`src/rtl/ntt_pkg.sv`:
```
// Shared NTT definitions: codebase default sizes, loader FSM states and the
// index bit-reversal helper.
package ntt_pkg;

    localparam int DEFAULT_RING_SIZE = 256;
    localparam int DEFAULT_DATA_W    = 32;
    localparam int MAX_IDX_W         = 16;

    typedef enum logic [1:0] {
        ST_IDLE = 2'd0,
        ST_LOAD = 2'd1,
        ST_DONE = 2'd2
    } load_state_t;

    // Reverses the low 'width' bits of value; bits above 'width' come back zero.
    function automatic logic [MAX_IDX_W-1:0] bit_reverse(
        input logic [MAX_IDX_W-1:0] value,
        input int                   width
    );
        logic [MAX_IDX_W-1:0] result;
        logic [MAX_IDX_W-1:0] rest;
        result = '0;
        rest   = value;
        for (int i = 0; i < MAX_IDX_W; i++) begin
            if (i < width) begin
                result = {result[MAX_IDX_W-2:0], rest[0]};
                rest   = rest >> 1;
            end
        end
        return result;
    endfunction

endpackage

```
`src/rtl/bitrev_index.sv`:
```
// Maps a transfer count to a ring index: bit-reversed when mode=1, natural
// order when mode=0. Purely combinational.
module bitrev_index
    import ntt_pkg::*;
#(
    parameter int IDX_W = 8
) (
    input  logic [IDX_W-1:0] count,
    input  logic             mode,
    output logic [IDX_W-1:0] idx
);

    assign idx = mode ? IDX_W'(bit_reverse(MAX_IDX_W'(count), IDX_W)) : count;

endmodule

```
`src/rtl/bit_reverse_loader.sv`:
```
// Streams one frame of coefficients into NUM_BANKS RAM banks, writing each to
// its natural or bit-reversed ring position with one cycle of write latency.
module bit_reverse_loader
    import ntt_pkg::*;
#(
    parameter int  RING_SIZE = DEFAULT_RING_SIZE,
    parameter int  DATA_W    = DEFAULT_DATA_W,
    parameter int  NUM_BANKS = 2,
    localparam int IDX_W     = $clog2(RING_SIZE),
    localparam int LOG2_NB   = $clog2(NUM_BANKS),
    localparam int BSEL_W    = (NUM_BANKS == 1) ? 1 : LOG2_NB,
    localparam int ADDR_W    = IDX_W - LOG2_NB
) (
    input  logic                 clk,
    input  logic                 reset_n,
    input  logic                 start,
    input  logic                 mode,
    input  logic                 in_valid,
    output logic                 in_ready,
    input  logic [DATA_W-1:0]    din,
    output logic [NUM_BANKS-1:0] bank_we,
    output logic [ADDR_W-1:0]    bank_addr,
    output logic [DATA_W-1:0]    bank_data,
    output logic                 busy,
    output logic                 done
);

    load_state_t          state_reg;
    load_state_t          state_next;
    logic [IDX_W:0]       count_reg;
    logic [IDX_W:0]       count_next;
    logic                 mode_reg;
    logic                 mode_next;
    logic                 transfer;
    logic                 last_xfer;
    logic [IDX_W-1:0]     idx;
    logic [BSEL_W-1:0]    bank_sel;
    logic [NUM_BANKS-1:0] we_next;
    logic [ADDR_W-1:0]    addr_next;

    bitrev_index #(
        .IDX_W (IDX_W)
    ) u_bitrev_index (
        .count (count_reg[IDX_W-1:0]),
        .mode  (mode_reg),
        .idx   (idx)
    );

    assign transfer  = in_valid && in_ready;
    assign last_xfer = (count_reg == (IDX_W+1)'(RING_SIZE - 1));

    always_comb begin
        state_next = state_reg;
        count_next = count_reg;
        mode_next  = mode_reg;
        in_ready   = 1'b0;
        busy       = 1'b0;
        done       = 1'b0;
        case (state_reg)
            ST_IDLE: begin
                if (start) begin
                    state_next = ST_LOAD;
                    count_next = '0;
                    mode_next  = mode;
                end
            end
            ST_LOAD: begin
                in_ready = 1'b1;
                busy     = 1'b1;
                if (transfer) begin
                    count_next = count_reg + 1'b1;
                    if (last_xfer) begin
                        state_next = ST_DONE;
                    end
                end
            end
            ST_DONE: begin
                done = 1'b1;
                if (start) begin
                    state_next = ST_LOAD;
                    count_next = '0;
                    mode_next  = mode;
                end
            end
            default: begin
                state_next = ST_IDLE;
            end
        endcase
    end

    // The top index bits pick the bank, the remaining low bits address within it.
    if (NUM_BANKS == 1) begin : g_single_bank
        assign bank_sel = '0;
    end else begin : g_multi_bank
        assign bank_sel = idx[IDX_W-1 -: LOG2_NB];
    end

    assign addr_next = idx[ADDR_W-1:0];

    for (genvar gi = 0; gi < NUM_BANKS; gi++) begin : g_bank_we
        assign we_next[gi] = transfer && (bank_sel == BSEL_W'(gi));
    end

    always_ff @(posedge clk or negedge reset_n) begin
        if (!reset_n) begin
            state_reg <= ST_IDLE;
            count_reg <= '0;
            mode_reg  <= 1'b1;
            bank_we   <= '0;
            bank_addr <= '0;
            bank_data <= '0;
        end else begin
            state_reg <= state_next;
            count_reg <= count_next;
            mode_reg  <= mode_next;
            bank_we   <= we_next;
            if (transfer) begin
                bank_addr <= addr_next;
                bank_data <= din;
            end
        end
    end

endmodule

```
`config.mk`:
```
export PLATFORM = sky130hd
export DESIGN_NAME = bit_reverse_loader
export DESIGN_NICKNAME = d
export VERILOG_FILES = /design/src/rtl/ntt_pkg.sv /design/src/rtl/bitrev_index.sv /design/src/rtl/bit_reverse_loader.sv
export SDC_FILE = /design/constraint.sdc
export NUM_CORES = 1
export LEC_CHECK = 0
export ABC_AREA = 1
export CAP_MARGIN = 20
export CORE_ASPECT_RATIO = 0.9
export CORE_MARGIN = 2
export CORE_UTILIZATION = 25
export CTS_BUF_LIST = sky130_fd_sc_hd__clkbuf_4
export CTS_CLUSTER_SIZE = 8
export DETAILED_ROUTE_END_ITERATION = 6
export GPL_TIMING_DRIVEN = 1
export HOLD_SLACK_MARGIN = 0.02
export PLACE_DENSITY_LB_ADDON = 0.08
export REMOVE_ABC_BUFFERS = 1
export SLEW_MARGIN = 0
export SYNTH_ARGS = -nofsm -noshare
export SYNTH_HDL_FRONTEND = slang
export SYNTH_SLANG_ARGS = --single-unit
```
`constraint.sdc`:
```
create_clock -name clk -period 1.64 [get_ports clk]
set_clock_uncertainty 0.05 [all_clocks]
set_input_delay 0.328 -clock clk [delete_from_list [all_inputs] [get_ports clk]]
set_output_delay 0.328 -clock clk [all_outputs]
set_load 0.01 [all_outputs]
```
# Yosys cells after proc, flatten, opt, wreduce, memory -nomap -nowiden

Index checks and enable logic that the tools add are counted.

Add/sub/neg operators: 1
Equal/unequal tests: 6
Muxes and demuxes: 10
Bitwise operators: 1
Reductions and logical operators: 9

Operator list:

| operator                                              | number |
|---|---|
| two-way mux 9 bit                                     | 2 |
| case mux 9 bit (2 select lines)                       | 1 |
| adder 9 x 1 -> 9 bit, second input constant           | 1 |
| == test 9 x 8 -> 1 bit, second input constant         | 1 |
| two-way mux 8 bit                                     | 1 |
| two-way mux 2 bit                                     | 3 |
| AND reduction 3 bit                                   | 2 |
| inequality test 2 bit, second input constant          | 2 |
| case mux 2 bit (2 select lines)                       | 1 |
| logical AND 1 bit                                     | 3 |
| == test 2 x 1 -> 1 bit, second input constant         | 1 |
| == test 2 bit, second input constant                  | 1 |
| logical NOT 2 bit                                     | 1 |
| two-way mux 1 bit                                     | 2 |
| inequality test 2 x 1 -> 1 bit, second input constant | 1 |
| AND reduction 2 bit                                   | 1 |
| nonzero test 2 bit                                    | 1 |
| OR reduction 2 bit                                    | 1 |
| inverter 1 bit                                        | 1 |

Register bits: 53
Output and inout port bits: 44
Logic and storage cells: 33

# Longest topological paths before layout

Gate-level depths: netlist of the first run.

Depth after elaboration: 5
Mapped depth: 9
Gate-level depth less buffers: 9

# Modules after synthesis

A second synthesis of the first run with hierarchy kept.

Cell total of the unflattened synthesis: 269
Area, all modules: 2240.9 µm²

By module, submodules not included:

| module             | times used | cells each | area an instance (µm²) |
|---|---|---|---|
| bit_reverse_loader | 1          | 243        | 2135.8 |
| bitrev_index       | 1          | 26         | 105.1 |

# Least setup slack after synthesis of the first run

OpenSTA, ideal clock, no wires.

Path kind: register to register
From: register count_reg[1]
To: register count_reg[8]
Arrival: 1270 ps
Required time: 1508 ps
Slack: 238 ps
Stages on the path, launching flop included: 8
Clock period less this slack: 1402 ps
Cell sequence: dfrtp_1 ha_1 nand3_1 inv_1 nand3_1 nor2_1 ha_1 o22ai_1

Word-level cells in the longest chain between the ends: 3

RTL lines:

| what                            | line                      | RTL |
|---|---|---|
| from (decl)                     | bit_reverse_loader.sv:30  | `logic [IDX_W:0] count_reg;` |
| from (signal assigned)          | bit_reverse_loader.sv:114 | `count_reg <= count_next;` |
| adder 9 x 1 -> 9 bit            | bit_reverse_loader.sv:71  | `count_next = count_reg + 1'b1;` |
| two-way mux 9 bit               | bit_reverse_loader.sv:70  | `if (transfer) begin` |
| case mux 9 bit (2 select lines) | bit_reverse_loader.sv:59  | `case (state_reg)` |

No other way between the ends. The select of a mux whose other input is x is not followed.
A chain may end at the register's enable or synchronous reset.

# Final worst setup path of the first run

From: register count_reg[0]
To: register count_reg[8]

Same word-level chain as after synthesis.

==> results.toml, run 1 <==
[logic_synthesis]
synthCells = 264
yosys-top-cells-count = "133 x nand2_1, 52 x dfrtp_1, 18 x inv_1"
synth_area_um2 = 2267
synth.area.mux_share_pct = 0.4967
synth_area_leaders = "dfrtp_1 57%, nand2_1 22%, o21ai_0 3.5%"
synth_top_family_by_area = "simple AND/OR/NAND/NOR gates"
synthAdderAreaFrac_pct = 1.104
synth.avg_cell_area_um2 = 8.588
synth_simple_gate_area_share_pct = 27.43
synth.most_common_cell = "nand2_1"
synth-main-ff-cell = "dfrtp_1"
yosysSeqAreaShare_pct = 58.55
synth-seq-cells = 53
async_reset_ff_share_pct = 100.0
synth_edf_count = 0
synth_top_area_share_pct = 57.40
yosys_warnings = 0
synth-xor-area-share_pct = 0
synth_top_area_cell = "dfrtp_1"
synth_compound_area_share_pct = 5.132
synth.distinct_cells = 22

[place]
io_buffer_count = 80
place.gp.congestion = 0.8328
dp_cells = 464
dp_hpwl_um = 3943
pre_cts_slack_ns = 0.03982

[worst_setup_path]
rr_worst_depth = 7
criticalPathCategory = "flip-flop to flip-flop"
reg2reg_to = "count_reg[8]"
r2r_start = "count_reg[0]"
crit_required_ns = 1.89
start_kind = "flip-flop"
rrSetupSlack_ns = 0.1
worst-path-buf-inv = 1
slowest_delay_ns = 0.45
arrival_ns = 1.80
path_cells = "ha_4 > nand3_1 > inv_1 > nand3_2 > nor2_2 > ha_1 > o22ai_2"
crit_fanout = 4
crit_family = "flip-flops"
critPathSlowestCell = "dfrtp_2"
worstSetupEndpointType = "flip-flop"

[pwr]
power_density_nw_per_um2 = 1176
p_leak_nw = 1.764
finalPower_mw = 3.925
peakVddDrop_mv = 0.5013

[layout]
synthToLayoutAreaGrowth_pct = 47.19
final_nets = 398
largest_reg_flops = 32
drive_gt1_share_pct = 11.94
fin_cells = 479
final_util_pct = 38.41
n_antenna_cell = 0

[drt]
wl_per_cell_um = 11.83
drtIter0Drc = 61
drt.antenna.violating_nets = 0
vias = 1928
routed_wirelength_um = 5668
drc = 0
viasPerCell = 4.025
dr.pass1.iters = 4

[floorplanning]
dieArea_um2 = 9847
die_h_um = 94.34
ios = 81
die_x_um = 104.4
start_util_pct = 26.09
row_count = 32
core_area_um2 = 8688

[sta]
worst-slew-pin-transition_ns = 0.3004
fin_crit_ns = 1.544
max_freq_mhz = 647.6
slew_violations = 0
tns_ns = 0
hold_viol_final = 0
finalCritPeriodShare_pct = 94.16
slew_headroom_pct = 79.97
setup_viol = 0
setup_slack_ns = 0.09572

[global_routing]
antenna_found_initial = 0
grt-ovfl-total = 0
grt_pass1_wl_um = 9315
grt_max_degree = 54
grt_usage_pct = 12.05
grt_pass1_vias = 1898

[clock_tree]
clock_sinks = 53
cts_tree = "done"
h-tree-depth = 2
cts-root-buf = "clkbuf_4"
cts-buffers-inserted = 5
clkTransAtPathRegs_ns = 0.15
clkLatencyLatePin_ns = 0.37
cts_max_path_buffers = 2

[run_status]
outcome = "complete, no violations"

[run]
maxCapViolCount = 0

[worst_hold_path]
hp-class = "input pin to async pin"
-- cells by family after synthesis --
logic type,count (synthesis)
compound gates,22
fa+ha+maj,2
buf+inv,30
flops,53
mux,1
simple gates,156
-- layout make-up --
| type | instances | area (um^2) |
|---|---|---|
| Clock buffer | 6 | 45.04 |
| Clock inverter | 2 | 33.78 |
| Fill cell | 938 | 5351 |
| Inverter | 19 | 71.32 |
| Multi-Input combinational cell | 181 | 803.3 |
| Sequential cell | 53 | 1329 |
| Tap cell | 119 | 148.9 |
| Timing Repair Buffer | 99 | 905.9 |
-- what timing repair did --
item | 4_1_cts | 5_1_grt
pin swaps | 0 | 2
hold buffers | 1 | 0
gates resized for setup | 50 | 10
endpoints found under the setup margin | 44 | 6
endpoints found under the hold margin | 52 | 0
setup buffers | 5 | 1
-- worst max path at each step --
stage / cells after the start / slack, ns / to / startpoint
after floorplan: 6 / 0.02 / count_reg[2] / state_reg[1]
after global placement: 8 / 0.05 / state_reg[1] / count_reg[0]
after detailed placement: 6 / 0.04 / bank_data[3] / in_valid
after CTS: 7 / 0.008 / count_reg[8] / count_reg[0]
after global routing: 7 / -0.007 / count_reg[8] / count_reg[0]
final: 7 / 0.1 / count_reg[8] / count_reg[0]
-- metrics by stage --
| stage | hold slack, ns | cell area (um^2) |
|---|---|---|
| final | 0.4093 | 3337 |
| after global routing | 0.4023 | 3337 |
| after CTS | 0.4021 | 3309 |
| after detailed placement | 0.3035 | 3233 |
| after global placement | 0.3046 | 3233 |
| after floorplan | -0.01759 | 2173 |
-- metal layers --
| metal | up-vias | share of wire, % | track usage (%) |
|---|---|---|---|
| met4 | 0 | 1.3 | 3.716 |
| met2 | 46 | 44 | 19.50 |
| met5 | - | 0 | 0 |
| met1 | 876 | 50 | 15.83 |
| met3 | 6 | 5.0 | 3.313 |
| li1 | 1000 | - | - |
-- layout by cell type (no fill, tap or decap), types with 5 or more instances in the layout --
cell type          n
buf_4             16
clkbuf_4           6
clkdlybuf4s50_1   35
dfrtp_1           51
dlygate4sd2_1     41
inv_1             16
nand2_1          132
nand3_1            5
nor2_1            11
o21ai_0           16
-- power by group --
| part | internal [mW] | switching [mW] |
|---|---|---|
| clock | 0.335 | 0.405 |
| combinational | 0.651 | 0.657 |
| sequential | 1.63 | 0.245 |
-- worst reg2reg max path: stages (launching register included) --
cell and delay [ns]:
dfrtp_2 0.45, ha_4 0.16, nand3_1 0.10, inv_1 0.10
nand3_2 0.09, nor2_2 0.12, ha_1 0.24, o22ai_2 0.17
No activity file was read; power rests on OpenSTA's default activity.
==> run 2: changes to the inputs <==
--- a/config.mk
+++ b/config.mk
@@ -15,9 +15,11 @@
 export DETAILED_ROUTE_END_ITERATION = 6
 export GPL_TIMING_DRIVEN = 1
 export HOLD_SLACK_MARGIN = 0.02
+export MAX_ROUTING_LAYER = met4
 export PLACE_DENSITY_LB_ADDON = 0.08
 export REMOVE_ABC_BUFFERS = 1
 export SLEW_MARGIN = 0
 export SYNTH_ARGS = -nofsm -noshare
 export SYNTH_HDL_FRONTEND = slang
+export SYNTH_HIERARCHICAL = 1
 export SYNTH_SLANG_ARGS = --single-unit
==> run 2 against run 1 <==
Against the previous run: synthesized cell count up 1.9%; flip-flop and latch count unchanged; core utilization down 0.083 points; setup slack worse by 0.015 ns; cell count up 1.5%; largest cell class unchanged; critical path type is now flip-flop to primary output; critical endpoint is now in_ready; register-to-register slack better by 0.02 ns; highest routed layer unchanged; global-route usage up 0.49 points; hold slack worse by 0.0018 ns; cell area down 0.67%.
==> results.toml, run 2 <==
[place]
place.gp.congestion = 0.7927
dpl-instance-area_um2 = 3242
io_buffer_count = 80
pre_cts_slack_ns = 0.0003024
dp_hpwl_um = 3970

[worst_setup_path]
worst-path-buf-inv = 3
crit_family = "flip-flops"
critPathSlowestCell = "dfrtp_1"
crit_required_ns = 1.26
arrival_ns = 1.18
crit_fanout = 3
worstSetupEndpointType = "primary output"
path_cells = "buf_6 > nand2_2 > inv_1 > buf_2"
criticalPathCategory = "flip-flop to primary output"
start_kind = "flip-flop"
slowest_delay_ns = 0.42

[layout]
final_common_cell = "nand2_1"
drive_gt1_share_pct = 11.17
layout_common_cells = "157 x nand2_1, 52 x dfrtp_1, 41 x dlygate4sd2_1, 35 x clkdlybuf4s50_1, 15 x buf_4"
final_area_um2 = 3314
n_antenna_cell = 0
synthToLayoutAreaGrowth_pct = 47.91
final_nets = 405
largest_reg_flops = 32
final_util_pct = 38.32

[pwr]
clkPwrFrac_pct = 16.2
swShare_pct = 34.97
p_int_mw = 2.382
peakVddDrop_mv = 0.4687
power.switching_mw = 1.281
p_leak_nw = 1.797
sequentialPowerShare_pct = 48.8
power.share.combinational_pct = 35.0
power_density_nw_per_um2 = 1105

[logic_synthesis]
synth-xor-area-share_pct = 0.3908
synth-seq-cells = 53
synth.distinct_cells = 22
synth.area.mux_share_pct = 0
synth_top_family_by_area = "simple AND/OR/NAND/NOR gates"
synth.most_common_cell = "nand2_1"
synth_area_um2 = 2241
synth-main-ff-cell = "dfrtp_1"
synth.avg_cell_area_um2 = 8.330
synth_top_area_share_pct = 58.07
synthCells = 269
synth_area_leaders = "dfrtp_1 58%, nand2_1 26%, nor2_1 2.7%"
yosys-top-cells-count = "158 x nand2_1, 52 x dfrtp_1, 16 x nor2_1"
async_reset_ff_share_pct = 100.0
yosysSeqAreaShare_pct = 59.24
synth_edf_count = 0
synth_compound_area_share_pct = 2.401
synth_simple_gate_area_share_pct = 32.16
synthAdderAreaFrac_pct = 1.117
synth_top_area_cell = "dfrtp_1"
yosys_warnings = 6

[global_routing]
grt_usage_pct = 12.54
grt-ovfl-total = 0
antenna_found_initial = 0
grt_pass1_vias = 1937
grt_pass1_wl_um = 9549
grt_max_degree = 54

[sta]
worst-slew-pin-transition_ns = 0.3018
slew_headroom_pct = 79.88
holdWs_ns = 0.4075
hold_viol_final = 0
fin_crit_ns = 1.559
finalCritPeriodShare_pct = 95.06
setup_slack_ns = 0.08108
tns_ns = 0
grt_setup_unrepaired = "false"
slew_violations = 0
max_freq_mhz = 641.5
setup_viol = 0

[floorplanning]
die_h_um = 93.82
start_util_pct = 25.91
row_count = 32
dieArea_um2 = 9738
core_area_um2 = 8648
ios = 81
die_x_um = 103.8

[clock_tree]
clkLatencyLatePin_ns = 0.37
cts-root-buf = "clkbuf_4"
clock_sinks = 53
cts-buffers-inserted = 5
clkTransAtPathRegs_ns = 0.16
h-tree-depth = 2
cts_max_path_buffers = 2
cts_tree = "done"

[drt]
drt.antenna.violating_nets = 0
dr.pass1.iters = 4
drc = 0
drtIter0Drc = 66
routed_wirelength_um = 5802
viasPerCell = 4.045
vias = 1966
wl_per_cell_um = 11.94

[run_status]
outcome = "complete, no violations"

[run]
maxCapViolCount = 0

[worst_hold_path]
hp-class = "input pin to async pin"
## run 2: cell count changes in the layout (fill, tap and decap cells not counted), moves of 2 or more
cell / previous run / this run
nor2_1: 11 / 14
buf_2: 2 / 4
o21ai_0: 16 / 1
nand2_1: 132 / 157
inv_1: 16 / 8
## run 2: layout make-up
type | count | area (um^2)
Fill cell | 939 | 5334
Sequential cell | 53 | 1328
Timing Repair Buffer | 100 | 923.4
Multi-Input combinational cell | 195 | 818.3
Tap cell | 119 | 148.9
Inverter | 11 | 41.29
Clock buffer | 5 | 37.54
Clock inverter | 3 | 17.52
## run 2: routing by layer
metal | track usage [%] | part of all wire (%) | vias up
met5 | - | 0 | -
met4 | 3.716 | 1.2 | 0
met3 | 2.982 | 4.6 | 5
met2 | 19.48 | 46 | 49
met1 | 16.47 | 48 | 899
li1 | - | - | 1013
## run 2: logic make-up (layout without fill, tap and decap cells)
logic type,Yosys count,after routing
xor gates and xnor gates,1,1
and+or+nand+nor,183,183
AOI/OAI and AO/OA,9,9
buffers and inverters,21,119
adders and majority gates,2,2
DFF,53,53
## run 2: path summary, 6_finish.rpt
check	to	cells past startpoint	slack (ns)	startpoint
min reg2reg	bank_data[13]	2	0.44	bank_data[13]
min in group clk	mode_reg	3	0.41	mode
max reg2reg	count_reg[8]	6	0.12	count_reg[0]
min	bank_addr[1]	3	0.41	reset_n
max in group asynchronous	mode_reg	3	0.86	reset_n
max	in_ready	4	0.08	state_reg[0]
## run 2: worst min-delay path, cell delays in order
cell	delay (ns)
dlygate4sd3_1	0.52
buf_2	0.12
buf_12	0.27
## run 2: power groups by stage
stage | combinational, mW | sequential [mW] | clock [mW]
floorplan | 0.463 | 1.93 | 0
global placement | 1.40 | 1.83 | 0
detailed placement | 1.40 | 1.82 | 0
CTS | 1.30 | 1.79 | 0.632
global route | 1.44 | 1.83 | 0.665
finish | 1.28 | 1.79 | 0.593
## run 2: repair_timing
| action | 4_1_cts | 5_1_grt |
|---|---|---|
| buffers inserted | 8 | 0 |
| gates resized for setup | 54 | 5 |
| setup endpoints to repair | 44 | 6 |
| hold endpoints to repair | 52 | 0 |
| hold buffers | 1 | 0 |
## run 2: per-stage QoR
stage	instances	power, mW
after global placement	469	3.228
after global routing	486	3.940
after detailed placement	469	3.225
after floorplan	259	2.391
after CTS	486	3.721
final	486	3.663
